$ cat src/rtl/itrx_aib_phy_pkg.sv
// rtl/itrx_aib_phy_pkg.sv - shared constants and helpers for AIB PHY sideband logic
// Purpose: default synchroniser/filter depths and counter-width helper.
// Ports: none (package).
package itrx_aib_phy_pkg;

  localparam int DEF_NUM_FLOPS   = 2;
  localparam int DEF_FILT_CYCLES = 4;

  // Counter width able to hold 0..filt_cycles, i.e. clog2(filt_cycles+1).
  // Never returns less than 1 so a 1-cycle filter still gets a real vector.
  function automatic int cnt_width(input int filt_cycles);
    int w;
    w = 1;
    for (int i = 1; i < 31; i++) begin
      if ((1 << i) < (filt_cycles + 1)) w = i + 1;
    end
    return w;
  endfunction

endpackage

$ cat src/rtl/itrx_aib_phy_bit_filt.sv
// rtl/itrx_aib_phy_bit_filt.sv - single-channel glitch filter with edge pulses
// Purpose: update dout only after FILT_CYCLES consecutive disagreeing samples
//          (or every cycle when filt_en=0) and flag the resulting edges.
// Ports: clk, rst_n (async, active-low), s (synchronised sample), filt_en,
//        dout (filtered level), rise_pls / fall_pls (registered one-cycle edges).
module itrx_aib_phy_bit_filt
  import itrx_aib_phy_pkg::*;
#(
  parameter int   FILT_CYCLES = DEF_FILT_CYCLES,
  parameter logic RST_VAL     = 1'b0
) (
  input  logic clk,
  input  logic rst_n,
  input  logic s,
  input  logic filt_en,
  output logic dout,
  output logic rise_pls,
  output logic fall_pls
);

  localparam int            CW       = cnt_width(FILT_CYCLES);
  localparam logic [CW-1:0] CNT_LAST = CW'(FILT_CYCLES - 1);

  logic [CW-1:0] cnt;
  logic [CW-1:0] cnt_nxt;
  logic          dout_nxt;

  // Counter tracks how many consecutive cycles s has disagreed with dout.
  // Any agreement, any update or bypass mode returns it to 0, so it is
  // bounded by CNT_LAST and cannot wrap.
  always_comb begin
    dout_nxt = dout;
    cnt_nxt  = '0;
    if (!filt_en) begin
      dout_nxt = s;
    end else if (s != dout) begin
      if (cnt == CNT_LAST) begin
        dout_nxt = s;
      end else begin
        cnt_nxt = cnt + CW'(1);
      end
    end
  end

  // Pulses are derived from dout_nxt so they land on the same edge that
  // dout takes its new value.
  always_ff @(posedge clk or negedge rst_n) begin
    if (!rst_n) begin
      dout     <= RST_VAL;
      cnt      <= '0;
      rise_pls <= 1'b0;
      fall_pls <= 1'b0;
    end else begin
      dout     <= dout_nxt;
      cnt      <= cnt_nxt;
      rise_pls <= dout_nxt & ~dout;
      fall_pls <= ~dout_nxt & dout;
    end
  end

endmodule

$ cat src/rtl/itrx_aib_phy_bit_sync.sv
// rtl/itrx_aib_phy_bit_sync.sv - single-bit multi-flop synchroniser with reset value
// Purpose: bring one asynchronous bit into the clk domain.
// Ports: clk, rst_n (async, active-low), d (async input), q (synchronised output).
module itrx_aib_phy_bit_sync
  import itrx_aib_phy_pkg::*;
#(
  parameter int   NUM_FLOPS = DEF_NUM_FLOPS,
  parameter logic RST_VAL   = 1'b0
) (
  input  logic clk,
  input  logic rst_n,
  input  logic d,
  output logic q
);

  logic [NUM_FLOPS-1:0] chain;

  always_ff @(posedge clk or negedge rst_n) begin
    if (!rst_n) begin
      chain <= {NUM_FLOPS{RST_VAL}};
    end else begin
      chain <= {chain[NUM_FLOPS-2:0], d};
    end
  end

  assign q = chain[NUM_FLOPS-1];

endmodule

$ cat src/rtl/itrx_aib_phy_bit_sync_filt.sv
// rtl/itrx_aib_phy_bit_sync_filt.sv - multi-channel synchroniser, glitch filter and edge detect
// Purpose: WIDTH independent quasi-static pad bits -> clk-domain debounced levels
//          with rise/fall pulses.
// Ports: clk, rst_n (async, active-low), din[WIDTH] (async), filt_en (0 = bypass filter),
//        dout[WIDTH], rise_pls[WIDTH], fall_pls[WIDTH], any_chg (OR of all pulses).
module itrx_aib_phy_bit_sync_filt
  import itrx_aib_phy_pkg::*;
#(
  parameter int               WIDTH       = 8,
  parameter int               NUM_FLOPS   = DEF_NUM_FLOPS,
  parameter int               FILT_CYCLES = DEF_FILT_CYCLES,
  parameter logic [WIDTH-1:0] RST_VAL     = '0
) (
  input  logic             clk,
  input  logic             rst_n,
  input  logic [WIDTH-1:0] din,
  input  logic             filt_en,
  output logic [WIDTH-1:0] dout,
  output logic [WIDTH-1:0] rise_pls,
  output logic [WIDTH-1:0] fall_pls,
  output logic             any_chg
);

  logic [WIDTH-1:0] s;

  for (genvar i = 0; i < WIDTH; i++) begin : g_ch
    itrx_aib_phy_bit_sync #(
      .NUM_FLOPS (NUM_FLOPS),
      .RST_VAL   (RST_VAL[i])
    ) u_sync (
      .clk   (clk),
      .rst_n (rst_n),
      .d     (din[i]),
      .q     (s[i])
    );

    itrx_aib_phy_bit_filt #(
      .FILT_CYCLES (FILT_CYCLES),
      .RST_VAL     (RST_VAL[i])
    ) u_filt (
      .clk      (clk),
      .rst_n    (rst_n),
      .s        (s[i]),
      .filt_en  (filt_en),
      .dout     (dout[i]),
      .rise_pls (rise_pls[i]),
      .fall_pls (fall_pls[i])
    );
  end

  // Pure OR of flop outputs, so it is cycle-aligned with the pulses.
  assign any_chg = |(rise_pls | fall_pls);

endmodule

$ cat config.mk
export PLATFORM = sky130hd
export DESIGN_NAME = itrx_aib_phy_bit_sync_filt
export DESIGN_NICKNAME = d
export VERILOG_FILES = /design/src/rtl/itrx_aib_phy_pkg.sv /design/src/rtl/itrx_aib_phy_bit_filt.sv /design/src/rtl/itrx_aib_phy_bit_sync.sv /design/src/rtl/itrx_aib_phy_bit_sync_filt.sv
export SDC_FILE = /design/constraint.sdc
export NUM_CORES = 1
export LEC_CHECK = 0
export CAP_MARGIN = 5
export CORE_MARGIN = 2
export CORE_UTILIZATION = 53
export CTS_CLUSTER_SIZE = 20
export DETAILED_ROUTE_END_ITERATION = 10
export PLACE_DENSITY = 0.78
export RECOVER_POWER = 100
export SLEW_MARGIN = 20
export SYNTH_ARGS = -nofsm -noshare
export SYNTH_HDL_FRONTEND = slang
export SYNTH_SLANG_ARGS = --single-unit
$ cat constraint.sdc
create_clock -name clk -period 1.7 [get_ports clk]
set_clock_uncertainty 0.05 [all_clocks]
set_input_delay 0.255 -clock clk [delete_from_list [all_inputs] [get_ports clk]]
set_output_delay 0.255 -clock clk [all_outputs]
set_load 0.03 [all_outputs]
==> impl_metrics.tcl <==
set metrics [dict create \
    drive_above_1_share_pct 15.0 \
    final_nets 234 \
    critPathSlowestCell "clkdlybuf4s50_1" \
    cp.arrival_ps 1350 \
    finalCriticalPeriod_ps 1660 \
    ios 36 \
    dpl_cell_area_um2 2880 \
    cts_tree "done" \
    power_mw 3.38 \
    grt_usage_pct 19.0 \
    drtPass1Iterations 4 \
    yosys_warnings 0 \
    clock_latency_ps 330 \
    period_share_pct 97.5 \
    drtIter0Drc 65 \
    crit_path_max_fanout 2 \
    cts_buffer_depth 2 \
    fin_cells 274 \
    power.density_nw_per_um2 1130 \
    io_buffer_count 35 \
    seq_area_frac_synth_pct 62.3 \
    maxCapViolations 0 \
    cts-root-buf "clkbuf_8" \
    final_max_slew_viol_count 0 \
    power.share.switching_pct 25.1 \
    crit_buf_inv 1 \
    setup-violations-final 0 \
    max_stage_delay_ps 670 \
    cp_cell_sequence "clkdlybuf4s50_1" \
    yosys.cell_count.top_type "dfrtp_1" \
    synthArstFlopShare_pct 100 \
    ant_nets 0 \
    synth_top_cells_by_count "dfrtp_1, buf_4, nor3b_1" \
    fp.dieW_um 73.7 \
    grt_setup_unrepaired "yes" \
    p_int_mw 2.53 \
    wirelength_mm 4.36 \
    synth_edf_count 0 \
    initial_utilization_pct 54.8 \
    die_height_um 73.7 \
    dpl.cell_count 257 \
    core_area_um2 4690 \
    p_seq_share_pct 50.1 \
    pwr-share-clk_pct 38.4 \
    htreeDepth 3 \
    grt_pass1_wl_mm 7.42 \
    max_freq_mhz 603 \
    worst_pin_slew_ps 842 \
    cts_sinks 64 \
    postLayoutSetupSlackWorst_ps 42.7 \
    synthTopCellsByArea "dfrtp_1, buf_4, nor3b_1" \
    grt_max_degree 37 \
    crit_family "buffers and inverters" \
    syn-instance-count 183 \
    area_delta_synth_final_pct 16.5 \
    max-vdd-ir-drop_mv 0.603 \
    crit_required_ps 1390 \
    gp_congestion 0.783 \
    vias_per_cell 5.18 \
    min_path_type "flip-flop to flip-flop" \
    dieArea_um2 5420 \
    p_switching_mw 0.848 \
    synth.avg_cell_area_um2 14.1 \
    pre_cts_slack_ps -112 \
    globalRoute.totalOverflow 0 \
    diodes 0 \
    drc 0 \
    maxSlewHeadroom_pct 43.9 \
    synth_cell_types 20 \
    synth_seq_cells 64 \
    hold_viol 0 \
    synth_ff_type "dfrtp_1" \
    yosysTopAreaCell "dfrtp_1" \
    synth_nets 202 \
    placementRows 25 \
    final_area_um2 3000 \
    synth.top_cell.area_share_pct 62.3 \
    vias 1420 \
    power.leakage_nw 1.47 \
    wl_per_cell_um 15.9 \
    grt_pass1_vias 1501 \
    critPathKind "flip-flop to output port" \
    antenna_found_initial 0 \
    post-dp-hpwl_mm 3.11 \
    crit_path_end_kind "output port" \
    setup_tns_ps 0 \
    clk_pin_slew_ps 70 \
    status "finished clean" \
    numCtsBuffers 9 \
    startpoint_type "flip-flop" \
    combPwrFrac_pct 11.5 \
    syn_area_um2 2570 \
]
## registers in the layout (all words and copies together), names as in the netlist
name and cells:
g_ch.u_filt.dout 8, g_ch.u_filt.rise_pls 8, g_ch.u_sync.chain 16, g_ch.u_filt.cnt 24, g_ch.u_filt.fall_pls 8
## cell usage in the layout (no fill, tap or decap), drive strengths merged
| master | n |
|---|---|
| dlygate4sd2 | 18 |
| nor2 | 4 |
| ha | 8 |
| nand2 | 4 |
| mux2 | 8 |
| buf | 8 |
| nor4 | 4 |
| dlygate4sd3 | 9 |
| and4b | 4 |
| nand3 | 4 |
| xor2 | 8 |
| and3 | 8 |
| and2 | 8 |
| clkbuf | 23 |
| dfrtp | 64 |
| nand2b | 8 |
| bufinv | 1 |
| clkinv | 2 |
| nor3b | 24 |
| clkdlybuf4s50 | 2 |
| nand4 | 1 |
## cell type report
| class | count | area (um2) |
|---|---|---|
| clock buffers | 13 | 159 |
| clock inverters | 3 | 40.0 |
| fillers | 368 | 1700 |
| multi-input cells | 93 | 736 |
| flip-flops and latches | 64 | 1600 |
| well taps | 54 | 67.6 |
| repair buffers | 47 | 393 |
## metal layers
metal | share of wire (%) | vias to the layer above | track usage, %
li1 | - | 668 | -
met1 | 43 | 717 | 23.5
met2 | 52 | 29 | 30.8
met3 | 3.9 | 6 | 7.13
met4 | 1.5 | 0 | 6.67
met5 | 0 | - | 0
## per-stage QoR
step / hold slack [ps] / utilization (%)
floorplan: -90.6 / -
global placement: 232 / 61.4
detailed placement: 238 / 61.4
CTS: 288 / 65.5
global route: 304 / 63.9
finish: 299 / 63.9
## power by group through the flow
| stage | combinational [mW] | clock [mW] | sequential, mW |
|---|---|---|---|
| after floorplan | 0.318 | 0 | 1.70 |
| after global placement | 0.436 | 0 | 1.71 |
| after detailed placement | 0.457 | 0 | 1.72 |
| after CTS | 0.436 | 1.33 | 1.70 |
| after global routing | 0.432 | 1.39 | 1.71 |
| final | 0.389 | 1.30 | 1.69 |
## worst paths after layout
check | slack [ps] | endpoint | start | cells past startpoint
min in group asynchronous | 530 | g_ch[0].u_filt.cnt[0]$_DFF_PN0_ | rst_n | 3
max in group asynchronous | 470 | g_ch[4].u_filt.cnt[2]$_DFF_PN0_ | rst_n | 3
hold reg to reg | 300 | g_ch[2].u_sync.chain[1]$_DFF_PN0_ | g_ch[2].u_sync.chain[0]$_DFF_PN0_ | 0
hold / removal | 300 | g_ch[2].u_sync.chain[1]$_DFF_PN0_ | g_ch[2].u_sync.chain[0]$_DFF_PN0_ | 0
setup / recovery | 40 | rise_pls[4] | g_ch[4].u_filt.rise_pls$_DFF_PN0_ | 1
setup reg to reg | 230 | g_ch[4].u_filt.dout$_DFF_PN0_ | g_ch[4].u_filt.cnt[0]$_DFF_PN0_ | 4
## timing repair
action	4_1_cts	5_1_grt
hold buffers	1	0
pin swaps	0	3
resized for setup	25	9
hold endpoints to repair	64	0
endpoints found under the setup margin	19	7
buffers inserted	0	0
## cell families after synthesis
kind of cell               after synthesis  share of synthesized area [%]
and+or+nand+nor                         69                           18.7
xor gates and xnor gates                 8                           2.73
DFF                                     64                           62.3
adders and majority gates                8                           3.89
muxes                                    8                           4.67
buffers and inverters                   26                           7.74
Note: power is estimated with default switching activity, not from simulation.
